==> config.mk <==
export PLATFORM = sky130hd
export DESIGN_NAME = line_clear_sequencer
export DESIGN_NICKNAME = d
export VERILOG_FILES = /design/src/rtl/line_clear_sequencer.sv
export SDC_FILE = /design/constraint.sdc
export NUM_CORES = 1
export LEC_CHECK = 0
export BUFFER_PORTS_ARGS = -buffer_cell sky130_fd_sc_hd__buf_2
export CAP_MARGIN = 40
export CORE_MARGIN = 3
export CORE_UTILIZATION = 55
export DETAILED_ROUTE_END_ITERATION = 16
export PLACE_DENSITY_LB_ADDON = 0.08
export SYNTH_ARGS = -nofsm -noshare
export SYNTH_HDL_FRONTEND = slang
export SYNTH_SLANG_ARGS = --single-unit
==> constraint.sdc <==
create_clock -name clk_50 -period 4.07 [get_ports clk_50]
set_input_delay 0.814 -clock clk_50 [delete_from_list [all_inputs] [get_ports clk_50]]
set_output_delay 0.814 -clock clk_50 [all_outputs]
set_load 0.005 [all_outputs]
==> src/rtl/line_clear_sequencer.sv <==
// Line-clear sequencer for a 23x10 stacked-tile board: scans bottom-up, removes
// every full row by shifting the rows above it down, and reports per-pass and running counts.
module line_clear_sequencer (
    input  logic         clk_50,
    input  logic         resetn,
    input  logic         start,
    input  logic         clear,
    input  logic [229:0] board_in,
    output logic         busy,
    output logic         done,
    output logic [229:0] board_out,
    output logic [4:0]   lines_cleared,
    output logic [9:0]   total_lines
);

    localparam int ROWS = 23;
    localparam int COLS = 10;

    typedef enum logic [1:0] {IDLE, SCAN, SHIFT, DONE} state_t;

    state_t         state;
    state_t         state_n;
    logic [229:0]   work;
    logic [229:0]   work_shifted;
    logic [4:0]     row_ptr;
    logic [4:0]     pass_cnt;
    logic           row_full;
    logic           scan_last;

    function automatic logic [9:0] sat_add(input logic [9:0] acc, input logic [4:0] inc);
        logic [10:0] sum;
        sum = {1'b0, acc} + {6'b0, inc};
        return sum[10] ? 10'h3FF : sum[9:0];
    endfunction

    assign row_full  = (work[int'(row_ptr)*COLS +: COLS] == 10'h3FF);
    assign scan_last = (state == SCAN) && !row_full && (row_ptr == 5'd0);
    assign busy      = (state != IDLE);
    assign done      = (state == DONE);

    // Rows 1..row_ptr take the row above them; row 0 refills with empty cells.
    always_comb begin
        work_shifted           = work;
        work_shifted[COLS-1:0] = '0;
        for (int i = 1; i < ROWS; i++) begin
            if (i <= int'(row_ptr))
                work_shifted[i*COLS +: COLS] = work[(i-1)*COLS +: COLS];
        end
    end

    always_ff @(posedge clk_50 or negedge resetn) begin
        if (!resetn)
            state <= IDLE;
        else
            state <= state_n;
    end

    always_comb begin
        state_n = state;
        case (state)
            IDLE:  if (start) state_n = SCAN;
            SCAN: begin
                if (row_full)
                    state_n = SHIFT;
                else if (row_ptr == 5'd0)
                    state_n = DONE;
            end
            SHIFT: state_n = SCAN;
            DONE:  state_n = IDLE;
            default: state_n = IDLE;
        endcase
        if (clear)
            state_n = IDLE;
    end

    // Results are loaded on the edge entering DONE so they are valid while done is high.
    always_ff @(posedge clk_50 or negedge resetn) begin
        if (!resetn) begin
            work          <= '0;
            row_ptr       <= '0;
            pass_cnt      <= '0;
            board_out     <= '0;
            lines_cleared <= '0;
            total_lines   <= '0;
        end else if (clear) begin
            total_lines <= '0;
        end else begin
            case (state)
                IDLE: begin
                    if (start) begin
                        work     <= board_in;
                        row_ptr  <= 5'd22;
                        pass_cnt <= '0;
                    end
                end
                SCAN: begin
                    if (scan_last) begin
                        board_out     <= work;
                        lines_cleared <= pass_cnt;
                        total_lines   <= sat_add(total_lines, pass_cnt);
                    end else if (!row_full) begin
                        row_ptr <= row_ptr - 5'd1;
                    end
                end
                SHIFT: begin
                    work     <= work_shifted;
                    pass_cnt <= pass_cnt + 5'd1;
                end
                default: ;
            endcase
        end
    end

endmodule

# ---- After elaboration in Yosys (flattened, before gate mapping)
# Cells that the tools add are included.
dict set report word_totals {
  inputBits 234
  ff_bits 487
  word_cells 164
}
dict set report classes {
  n_eq_ne 31
  magnitude_cmp 22
  add_sub_neg 3
  mul 1
  shifts 1
  reduce_logical 37
  bitwise_logic 1
  mux 39
}
# operator count
set ops {}
lappend ops {{230-bit case mux with 2 select lines} 1}
lappend ops {{10-bit 2-to-1 mux} 26}
lappend ops {{230-bit 2-to-1 mux} 1}
lappend ops {{230-bit by 10-bit variable part select with 10-bit output} 1}
lappend ops {{4-bit AND reduction} 22}
lappend ops {{2-bit inequality test (second input constant)} 25}
lappend ops {{4-bit by 5-bit <= comparator with 1-bit output (first input constant)} 8}
lappend ops {{5-bit <= comparator (first input constant)} 7}
lappend ops {{3-bit by 5-bit <= comparator with 1-bit output (first input constant)} 4}
lappend ops {{5-bit 2-to-1 mux} 4}
lappend ops {{5-bit case mux with 2 select lines} 2}
lappend ops {{10-bit by 5-bit adder with 11-bit output} 1}
lappend ops {{10-bit == test (second input constant)} 1}
lappend ops {{2-bit by 5-bit <= comparator with 1-bit output (first input constant)} 2}
lappend ops {{2-bit nonzero test} 5}
lappend ops {{5-bit by 3-bit multiplier with 8-bit output (second input constant)} 1}
lappend ops {{2-bit 2-to-1 mux} 4}
lappend ops {{2-bit case mux with 4 select lines} 1}
lappend ops {{3-bit AND reduction} 2}
lappend ops {{5-bit by 1-bit adder with 5-bit output (second input constant)} 1}
lappend ops {{1-bit by 5-bit <= comparator with 1-bit output (first input constant)} 1}
lappend ops {{5-bit logical NOT} 1}
lappend ops {{5-bit AND reduction} 1}
lappend ops {{5-bit by 1-bit subtractor with 5-bit output (second input constant)} 1}
lappend ops {{other kinds (9)} 12}

# ---- Depth between registers and ports, before layout
# Gate-level depths: netlist of run 1.
dict set report depth {
  word_depth 9
  ltp_mapped 16
  ltp_nobuf 11
}

# ---- Least setup slack after synthesis of run 1
# OpenSTA, ideal clock, no wires.
dict set report synth_timing {
  kind {reg2reg}
  start {register row_ptr[0]}
  end {register board_out[107]}
  t_arrival_ps 2861
  path_buffers 8
  stages_incl_launch_ff 15
  required_ps 3945
  path_slack_ps 1084
  period_less_slack_ps 2986
  path_cell_list {dfrtp_1 buf_6 buf_6 buf_6 buf_4 inv_1 ha_1 and3_1 clkbuf_1 nand2_1 nor3_2 buf_6 buf_6 buf_6 mux2_4}
}
dict set report synth_between {
  elab_chain_len 7
  word_cells_on_any_way 8
  classes_between {1 x mul; 1 x eq/ne; 1 x shift; 5 x reduce/logical}
}
# item line
set synth_lines {}
lappend synth_lines {{start, declared} 25} ;# logic [4:0] row_ptr;
lappend synth_lines {{start signal, assigned} 102} ;# row_ptr <= row_ptr - 5'd1;
lappend synth_lines {{5-bit by 3-bit multiplier with 8-bit output} 36} ;# assign row_full = (work[int'(row_ptr)*COLS +: COLS] == 10'h3FF);
lappend synth_lines {{230-bit by 10-bit variable part select with 10-bit output} 36}
lappend synth_lines {{10-bit == test} 36}
lappend synth_lines {{1-bit logical NOT} --}
lappend synth_lines {{1-bit logical AND} 37} ;# assign scan_last = (state == SCAN) && !row_full && (row_ptr == 5'd0);
lappend synth_lines {{1-bit logical AND (*)} 37}
lappend synth_lines {{3-bit AND reduction (no source line) (*)} --}
lappend synth_lines {{end signal, assigned} 98} ;# board_out <= work;
lappend synth_lines {{end, declared} 11} ;# output logic [229:0] board_out,
# Mark *: on every way between the ends. The rest lies on a longest branch, timed or not.
# A chain may end at the register's enable or synchronous reset.

# ---- Final worst setup path of run 1
dict set report layout_timing {
  start {register row_ptr[0]}
  end {register board_out[166]}
}
# Same word-level chain as after synthesis.

==> results.md, run 1 <==
* Grt total ovfl at 0
* Vias per cell at 6.049
* Critical-path maximum fanout at 29
* Syn-to-layout area delta at 19.44%
* Leak at 13.87 nW
* Later-pin clock latency in the skew report at 600 ps
* Global-route wire length before repair at 115800 um
* Post_cts resized at 0
* Core area at 41480 um2
* Main synth FF type: dfrtp_1
* CP startpoint: row_ptr[0]$_DFFE_PN0P_
* Die width at 212.3 um
* Core Util, Final at 0.6741
* Starting DRT DRC Count at 1771
* Crit share post-route at 0.8914
* Post-synth cell types at 64
* Max Cap Violations at 0
* Commonest non-fill, non-tap cells in the layout: dfrtp_1 (484), buf_2 (479), nand2_1 (436)
* Commonest non-fill, non-tap cell in the layout: dfrtp_1
* Status: completed
* CP Launch Type: flip-flop
* Finished Layout Cells at 3137
* Gpl congestion at 0.9407
* Arrival @ worst endpoint at 4100 ps
* Clk slew on worst S/H paths at 60 ps
* CP Capture Type: flip-flop
* Via count at 18977
* Largest net degree at the start of global routing at 111
* Global router's overall resource usage at 0.3380
* Num ports at 481
* Hold_buf cts at 0
* Fin. max-slew vios at 0
* Final worst path period need at 3628 ps
* Unrepaired setup endpoints after global routing: false
* Die height at 212.3 um
* Routed WL per cell at 24.56 um
* Num Clock Sinks at 487
* CTS Root Cell: clkbuf_16
* Syn nets at 2376
* Mapped Avg Cell Area at 10.99 um2
* Synth async-reset ratio at 1.000
* Overall power at 12.32 mW
* FF+latch count, synth at 487
* Max Freq at 275.6 MHz
* Post-DP Area at 26350 um2
* VDD IR max at 276.4 uV
* Vias in the first global route at 18627
* Initial antenna violation count at 5
* Hold crit path type: in2async
* Final hold slack at 283.7 ps
* Worst r2r src: row_ptr[0]$_DFFE_PN0P_
* Clk_skew at 16.85 ps
* Metal3 WL at 6293 um
* Placed Cells at 3049
* Final-stage net count at 2815
* Die Area at 45080 um2
* Worst Max-Slew Pin Slew at 935.2 ps
* Synthesized area at 23410 um2
* Setup WS pre-CTS at 464.0 ps
* Final number of hold-violating endpoints at 0
* Slew headroom at 0.3765
* Met2 WL at 35360 um
* CP Class: reg2reg
* Worst endpoint required time at 4540 ps
* Final setup margin at 442.2 ps
* Final setup vio count at 0
* Fin area at 27960 um2
* Port-buffer cells at 480
* CTS tree: yes
* Ratio of cells with drive above 1 in the final layout at 0.3475
* Pwr dens at 440.6 nW/um2
* DRC at 0
* Register area share after synthesis at 0.5205
* Syn Inst Count at 2130
* Row count at 74
* Hpwl dp at 56720 um
* H-tree depth at 2
* Post-synth EDFFs at 0
* Starting Density at 0.5644
* M1 WL at 32800 um
* DRT Pass-1 Iters at 8
* Final WL at 77060 um
* Warnings, synthesis at 0
* CTS Buffer Depth at 3
* Highest metal used: met5
* Num CTS Buffers at 50
* Setup TNS at 0 ps
* # Post-CTS Setup Buffers at 0
* Post-route antenna net violation count at 0
[power by group]
| group | total [mW] | leakage, nW | internal [mW] | switching (mW) |
|---|---|---|---|---|
| Combinational | 1.75 | 6.88 | 0.769 | 0.981 |
| Clock | 4.61 | 0.797 | 2.67 | 1.94 |
| Sequential | 5.97 | 6.19 | 5.26 | 0.707 |
[metal layers]
metal | track usage | vias to the layer above
met5 | 0 | -
met4 | 0.1060 | 8
met3 | 0.06227 | 146
met2 | 0.5247 | 923
met1 | 0.4887 | 9545
li1 | - | 8355
[critical path, stage by stage, from the launching register on]
cell and delay [ps]:
dfrtp_4 450, buf_12 220, mux4_2 540, mux2i_1 250, o22a_1 260, a31oi_1 90, a21oi_2 290, nor4_4 120
nor3_4 310, buf_12 290, buf_12 250, mux2_2 360
[cell type report]
type                    count  area [um2]
clock inverters            15       152.6
inverters                  20       75.07
clock buffers              72        1458
flip-flops and latches    487       12190
diodes                      1       2.502
well taps                 532       665.6
fillers                  3304       13520
repair buffers            545        3079
multi-input cells        1465       10340
[final timing paths]
check	endpoint	slack (ps)	depth (start not counted)
worst max-delay path	board_out[166]$_DFFE_PN0P_	440	11
worst min register to register	board_out[228]$_DFFE_PN0P_	500	1
worst min-delay path	board_out[82]$_DFFE_PN0P_	280	1
max in group asynchronous	board_out[134]$_DFFE_PN0P_	2670	2
worst max register to register	board_out[166]$_DFFE_PN0P_	440	11
min in group clk_50	work[3]$_DFFE_PN0P_	450	3
[cells by family after synthesis]
family                   synth area share
multiplexers                       0.2079
XOR/XNOR                         0.001122
buffers and inverters             0.03965
AO/OA/AOI/OAI                     0.09972
AND/OR/NAND/NOR                    0.1244
adder cells (fa/ha/maj)          0.006734
flip-flops                         0.5205
[state kept, by name, indices dropped and copies added, names as in the netlist]
register and count:
row_ptr 5, board_out 230, lines_cleared 5, total_lines 10, state 2, pass_cnt 5
work 230
[Yosys cell counts (4+ instances only)]
cell type  count  area [um2]
mux2_4       150        2252
dfrtp_1      487       12190
nand3_1       19       95.09
a31oi_1      174        1089
or2_2          4       25.02
nor2b_1        9       56.30
o31ai_1        8       60.06
buf_2         21       105.1
buf_1          7       26.28
or3_1          4       25.02
a311oi_1       4       35.03
a211oi_1       5       37.54
mux4_2        22       495.5
a221oi_1      12       105.1
and2_1         4       25.02
nor3_1         9       45.04
nand4_1        5       31.28
o211ai_1       8       60.06
inv_1         20       75.07
mux2_2        94        1059
o21ai_0       68       340.3
a21oi_1       26       130.1
o2bb2ai_1     15       131.4
buf_6         22       247.7
ha_1          11       137.6
and3_1         4       25.02
nand2_1      436        1637
mux2i_1      106        1061
nand2b_1       6       37.54
nor2_1       198       743.2
clkbuf_1     101       379.1
a22oi_1        9       67.56
nand3b_1      11       82.58
(Power assumes the default switching activity.)
==> run 2: changes to the inputs <==
--- a/config.mk
+++ b/config.mk
@@ -8,7 +8,7 @@
 export BUFFER_PORTS_ARGS = -buffer_cell sky130_fd_sc_hd__buf_2
 export CAP_MARGIN = 40
 export CORE_MARGIN = 3
-export CORE_UTILIZATION = 55
+export CORE_UTILIZATION = 57
 export DETAILED_ROUTE_END_ITERATION = 16
 export PLACE_DENSITY_LB_ADDON = 0.08
 export SYNTH_ARGS = -nofsm -noshare
==> constraint.sdc (replaced) <==
create_clock -name clk_50 -period 4.6 [get_ports clk_50]
set_input_delay 0.92 -clock clk_50 [delete_from_list [all_inputs] [get_ports clk_50]]
set_output_delay 0.92 -clock clk_50 [all_outputs]
set_load 0.005 [all_outputs]
==> run 2 against run 1 <==
Effect of this change: final cell count fell by 0.61%; core utilization is 2.0 points higher; worst hold slack better by 85 ps; sequential power decreased by 11%; sequential share of layout area up 0.11 points; critical path depth is the same; critical endpoint is now board_out[192]$_DFFE_PN0P_; highest routed layer is now met4.
==> results.md, run 2 (synthesis results as in run 1) <==
* Post_cts resized at 0 (unchanged)
* Max Freq at 245.9 MHz (-11%)
* Fin. max-slew vios at 0 (unchanged)
* Int Power at 7.739 mW (-11%)
* Final-stage net count at 2801 (-0.50%)
* Cell count of the worst reg-to-reg path at 11 (unchanged)
* Port-buffer cells at 480 (unchanged)
* Switching share of power at 0.2935 (-0.0009466)
* Final worst path period need at 4067 ps (+438.8 ps)
* Status: completed
* Post-route antenna net violation count at 0 (unchanged)
* Syn-to-layout area delta at 19.14%
* # Post-CTS Setup Buffers at 0 (unchanged)
* GR Util met3 at 0.06170 (-0.0005670)
* Hold crit path type: in2async
* Clk_skew at 13.80 ps (-3.057 ps)
* CTS tree: yes
* Grt total ovfl at 0 (unchanged)
* Clock power frac at 0.379 (+0.005)
* Delay-heaviest family, CP: buffers and inverters
* Later-pin clock latency in the skew report at 590 ps (about the same)
* Die height at 208.7 um (-1.7%)
* Commonest non-fill, non-tap cell in the layout: dfrtp_1
* Sequential Power Share at 0.487 (+0.003)
* Starting DRT DRC Count at 1784 (+0.73%)
* VDD IR max at 309.7 uV (+12%)
* Die width at 208.7 um (-1.7%)
* Gpl congestion at 0.9207 (-2.1%)
* Die Area at 43540 um2 (-3.4%)
* ANT cells at 0 (-1)
* Starting Density at 0.5826 (+0.01813)
* Slew headroom at 0.3887 (+0.01219)
* Num ports at 481 (unchanged)
* Vias per cell at 6.088 (+0.63%)
* CP Depth at 11 (unchanged)
* Commonest non-fill, non-tap cells in the layout: dfrtp_1 (484), buf_2 (480), nand2_1 (436)
* Vias in the first global route at 18501 (-0.68%)
* Hpwl dp at 55290 um (-2.5%)
* Biggest regs: board_out (230), work (230), total_lines (10)
* Global router's overall resource usage at 0.3407 (+0.002715)
* Leak at 13.82 nW (-0.31%)
* Initial antenna violation count at 0 (-5)
* Num Clock Sinks at 487 (unchanged)
* CTS Root Cell: clkbuf_16
* Area occupied by multi-input gates at 10340 um2 (unchanged)
* Worst Max-Slew Pin Slew at 909.4 ps (-25.85 ps)
* Unrepaired setup endpoints after global routing: false
* Routed WL per cell at 24.40 um (-0.68%)
* H-tree depth at 2 (unchanged)
* Final WL at 76080 um (-1.3%)
* Num CTS Buffers at 50 (unchanged)
* Buffers plus inverters on the worst setup path at 3 (unchanged)
* CTS Buffer Depth at 3 (unchanged)
* Critical path's slowest cell: dfrtp_4
* Via count at 18981 (+0.021%)
* Pwr dens at 392.7 nW/um2 (-11%)
* Final number of hold-violating endpoints at 0 (unchanged)
* DRT Pass-1 Iters at 6 (-2)
* Largest net degree at the start of global routing at 114 (+2.7%)
* Hold_buf cts at 0 (unchanged)
* Slowest stage delay, CP at 910 ps (+370 ps)
* Critical-path maximum fanout at 44 (+52%)
* Crit share post-route at 0.8841 (-0.007299)
* Max Cap Violations at 0 (unchanged)
* Clk slew on worst S/H paths at 70 ps (about the same)
* CP Class: reg2reg
* Cells along the critical path: buf_4 > mux2i_1 > o2bb2ai_1 > a21oi_1 > a211oi_1 > a22oi_2 > nor4_4 > nor3_4 > buf_12 > buf_12 > mux2_2
* Final setup vio count at 0 (unchanged)
* CP Launch Type: flip-flop
* Fillers at 3091 (-6.4%)
* Ratio of cells with drive above 1 in the final layout at 0.3467 (-0.0008396)
* Setup TNS at 0 ps (unchanged)
* GRT busiest layer: met2
* FF+latch area at 12190 um2 (unchanged)
* Core area at 40190 um2 (-3.1%)
* CP Capture Type: flip-flop
* Worst endpoint required time at 5060 ps (+520 ps)
* Final hold slack at 368.8 ps (+85.10 ps)
* DRC at 0 (unchanged)
* Met1 usage at 0.4891 (about the same)
* P_sw at 3.215 mW (-11%)
* Row count at 73 (-1.4%)
* Global-route wire length before repair at 114400 um (-1.3%)
* Combinational share of power at 0.133 (-0.009)
* Cell mode on critical path: buf_12
* M2 GR Usage at 0.5196 (-0.005104)
* Arrival @ worst endpoint at 4520 ps (+420 ps)
-- run 2: cell count changes in the layout (fill, tap and decap cells not counted), sizes merged --
| cell | delta |
|---|---|
| bufinv | +1 |
| diode | -1 |
| buf | -14 |
| clkinvlp | +2 |
| clkinv | +4 |
| clkbuf | -4 |
-- run 2: cell type report --
class	count	share of cell area
Multi-Input combinational cell	1465	0.3706
Clock inverter	22	0.007805
Inverter	20	0.002691
Sequential cell	487	0.4371
Timing Repair Buffer	531	0.1062
Tap cell	525	0.02355
Clock buffer	68	0.05208
-- run 2: path summary, 6_finish.rpt --
check,startpoint,end,slack [ps]
setup / recovery,row_ptr[0]$_DFFE_PN0P_,board_out[192]$_DFFE_PN0P_,530
hold / removal,resetn,board_out[84]$_DFFE_PN0P_,370
setup reg to reg,row_ptr[0]$_DFFE_PN0P_,board_out[192]$_DFFE_PN0P_,530
hold reg to reg,board_out[182]$_DFFE_PN0P_,board_out[182]$_DFFE_PN0P_,500
max in group asynchronous,resetn,board_out[171]$_DFFE_PN0P_,3150
min in group clk_50,board_out[182]$_DFFE_PN0P_,board_out[182]$_DFFE_PN0P_,500
-- run 2: power groups by stage --
stage / Clock, mW / Sequential, mW / Combinational [mW]
3_3_place_gp: 0 / 5.38 / 1.39
3_5_place_dp: 0 / 5.38 / 1.44
2_1_floorplan: 0 / 5.00 / 1.01
6_report: 4.16 / 5.34 / 1.46
5_1_grt: 4.36 / 5.36 / 1.60
4_1_cts: 4.19 / 5.31 / 1.45
-- run 2: worst register-to-register path: stages, from the launching register on --
cell and delay (ps):
dfrtp_4 910, buf_4 370, mux2i_1 490, o2bb2ai_1 140
a21oi_1 160, a211oi_1 110, a22oi_2 310, nor4_4 110
nor3_4 310, buf_12 330, buf_12 330, mux2_2 390
-- run 2: through the flow --
step / worst slack (ps) / instances / util / total power, mW / cell area [um2]
4_1_cts: 566.6 / 3118 / 0.6941 / 10.95 / 27890
3_5_place_dp: 608.5 / 3028 / 0.6525 / 6.817 / 26220
6_report: 533.3 / 3118 / 0.6941 / 10.95 / 27890
2_1_floorplan: 1614 / 2130 / - / 6.013 / 23410
5_1_grt: 370.9 / 3118 / 0.6941 / 11.32 / 27890
3_3_place_gp: 726.4 / 3024 / 0.6511 / 6.776 / 26170
-- run 2: per-layer routing --
layer	share of wire	up-vias
met5	0	-
met4	0.042	0
met3	0.086	165
met2	0.46	1004
met1	0.42	9480
li1	-	8332
==> run 3: changes to the inputs <==
--- a/config.mk
+++ b/config.mk
@@ -7,8 +7,9 @@
 export LEC_CHECK = 0
 export BUFFER_PORTS_ARGS = -buffer_cell sky130_fd_sc_hd__buf_2
 export CAP_MARGIN = 40
+export CORE_ASPECT_RATIO = 2
 export CORE_MARGIN = 3
-export CORE_UTILIZATION = 57
+export CORE_UTILIZATION = 40
 export DETAILED_ROUTE_END_ITERATION = 16
 export PLACE_DENSITY_LB_ADDON = 0.08
 export SYNTH_ARGS = -nofsm -noshare
==> run 3 against run 2 <==
Effect of this change: cell area increased by 1.8%; via count decreased by 2.8%; clock-buffer cell count increased by 3; clock skew increased by 7.8 ps; critical path type unchanged.
==> results.md, run 3 (synthesis results as in run 1) <==
* Status: completed
* Num CTS Buffers at 46 (-8.0%)
* Die height at 348.1 um (+67%)
* CTS tree: yes
* Arrival @ worst endpoint at 4410 ps (-110 ps)
* Hold_buf cts at 0 (unchanged)
* Worst Max-Slew Pin Slew at 903.9 ps (-5.482 ps)
* Crit share post-route at 0.8586 (-0.02542)
* Fin. max-slew vios at 0 (unchanged)
* Post_cts resized at 0 (unchanged)
* DRC at 0 (unchanged)
* Core area at 57560 um2 (+43%)
* Final-stage net count at 2814 (+0.46%)
* Worst endpoint required time at 5060 ps (about the same)
* Final WL at 88410 um (+16%)
* Global router's overall resource usage at 0.2813 (-0.05945)
* Met1 usage at 0.3304 (-0.1587)
* FF+latch area at 12190 um2 (unchanged)
* Buffers plus inverters on the worst setup path at 4 (+1)
* Delay-heaviest family, CP: multiplexers
* Setup TNS at 0 ps (unchanged)
* GR Util met3 at 0.04986 (-0.01184)
* Die width at 177.1 um (-15%)
* Syn-to-layout area delta at 21.33%
* Commonest non-fill, non-tap cell in the layout: dfrtp_1
* Routed WL per cell at 26.27 um (+7.7%)
* Num Clock Sinks at 487 (unchanged)
* Gpl congestion at 0.9159 (-0.52%)
* CP Launch Type: flip-flop
* Hpwl dp at 66320 um (+20%)
* Overall power at 11.25 mW (+2.7%)
* Final worst path period need at 3950 ps (-117.0 ps)
* Pwr dens at 396.1 nW/um2 (+0.86%)
* Post-route antenna net violation count at 0 (unchanged)
* CP Capture Type: flip-flop
* Row count at 124 (+70%)
* CP Class: reg2reg
* Initial antenna violation count at 13 (+13)
* Num ports at 481 (unchanged)
* Fillers at 5393 (+74%)
* CTS Buffer Depth at 3 (unchanged)
* Final setup vio count at 0 (unchanged)
* Slew headroom at 0.3974 (+0.008701)
* Critical path's slowest cell: dfrtp_4
* Die Area at 61650 um2 (+42%)
* Clk_skew at 21.55 ps (+7.751 ps)
* Slowest stage delay, CP at 640 ps (-270 ps)
* Starting DRT DRC Count at 1646 (-7.7%)
* Area occupied by multi-input gates at 10350 um2 (+0.11%)
* Clk slew on worst S/H paths at 70 ps (about the same)
* CTS Root Cell: clkbuf_16
* GRT busiest layer: met2
* Leak at 13.93 nW (+0.80%)
* VDD IR max at 246.7 uV (-20%)
* Hold crit path type: in2async
* Max Cap Violations at 0 (unchanged)
* Largest net degree at the start of global routing at 177 (+55%)
* Ratio of cells with drive above 1 in the final layout at 0.3515 (+0.004794)
* Grt total ovfl at 0 (unchanged)
* Vias in the first global route at 18940 (+2.4%)
* Via count at 18458 (-2.8%)
* Final number of hold-violating endpoints at 0 (unchanged)
* Cells along the critical path: buf_12 > buf_4 > mux2i_1 > o2bb2ai_1 > mux4_2 > o2bb2ai_1 > nand3_1 > nor4_4 > nor3_4 > buf_4 > buf_12 > mux2_2
* # Post-CTS Setup Buffers at 0 (unchanged)
* Critical-path maximum fanout at 42 (-4.5%)
* Vias per cell at 5.485 (-9.9%)
* Max Freq at 253.2 MHz (+3.0%)
* Global-route wire length before repair at 129200 um (+13%)
* Later-pin clock latency in the skew report at 590 ps (about the same)
* DRT Pass-1 Iters at 6 (unchanged)
* Unrepaired setup endpoints after global routing: false
* H-tree depth at 2 (unchanged)
* Commonest non-fill, non-tap cells in the layout: dfrtp_1 (484), buf_2 (479), nand2_1 (436)
* Starting Density at 0.4067 (-0.1758)
* Biggest regs: board_out (230), work (230), total_lines (10)
* M2 GR Usage at 0.5131 (-0.006467)
* Port-buffer cells at 480 (unchanged)
-- run 3: cell count changes in the layout (fill, tap and decap cells not counted), moves of 4 or more --
cell,previous run,this run
buf_4,36,50
clkbuf_16,53,49
clkbuf_8,7,15
clkinv_2,15,4
-- run 3: path summary, 6_finish.rpt --
check / start / to / slack, ps / cells past startpoint
hold reg to reg: lines_cleared[1]$_DFFE_PN0P_ / lines_cleared[1]$_DFFE_PN0P_ / 500 / 1
hold / removal: resetn / board_out[124]$_DFFE_PN0P_ / 380 / 1
max in group asynchronous: resetn / row_ptr[2]$_DFFE_PN0P_ / 3160 / 2
min in group clk_50: lines_cleared[1]$_DFFE_PN0P_ / lines_cleared[1]$_DFFE_PN0P_ / 500 / 1
setup / recovery: row_ptr[0]$_DFFE_PN0P_ / board_out[196]$_DFFE_PN0P_ / 650 / 12
setup reg to reg: row_ptr[0]$_DFFE_PN0P_ / board_out[196]$_DFFE_PN0P_ / 650 / 12
-- run 3: final cells by class --
cell class	count	area share
Sequential cell	487	0.4292
Multi-Input combinational cell	1465	0.3643
Timing Repair Buffer	548	0.1097
Clock buffer	71	0.05136
Tap cell	756	0.03330
Clock inverter	15	0.009205
Inverter	20	0.002643
Antenna cell	3	0.0002643
-- run 3: per-stage QoR --
step           utilization  hold WS (ps)  area [um2]  instances  worst slack, ps
6_report            0.4935         376.8       28410       3365            650.3
3_3_place_gp        0.4627         486.7       26630       3272            725.6
3_5_place_dp        0.4635         486.8       26680       3276            699.3
4_1_cts             0.4934         389.6       28400       3362            658.3
5_1_grt             0.4934         425.1       28400       3362            414.6
2_1_floorplan            -         465.9       23410       2130             1614
-- run 3: per-layer routing --
layer	vias up	wire length [um]	share of wire
met2	752	46560	0.53
met4	20	3112	0.035
li1	8373	-	-
met3	152	5827	0.066
met5	-	127	0.0014
met1	9161	32770	0.37
-- run 3: power by group --
part           total [mW]  leakage, nW  internal [mW]  switching (mW)
logic                1.57         6.91          0.680           0.885
clock network        4.34        0.839           2.58            1.76
registers            5.35         6.19           4.65           0.697
total                11.3         13.9           7.91            3.34
-- run 3: worst reg2reg max path: cells and delay by family, from the launching register on --
kind                   cells  cell delay, ps
AO/OA/AOI/OAI              2             280
buffers and inverters      4            1170
flip-flops                 1             640
multiplexers               3            1350
AND/OR/NAND/NOR            3             390
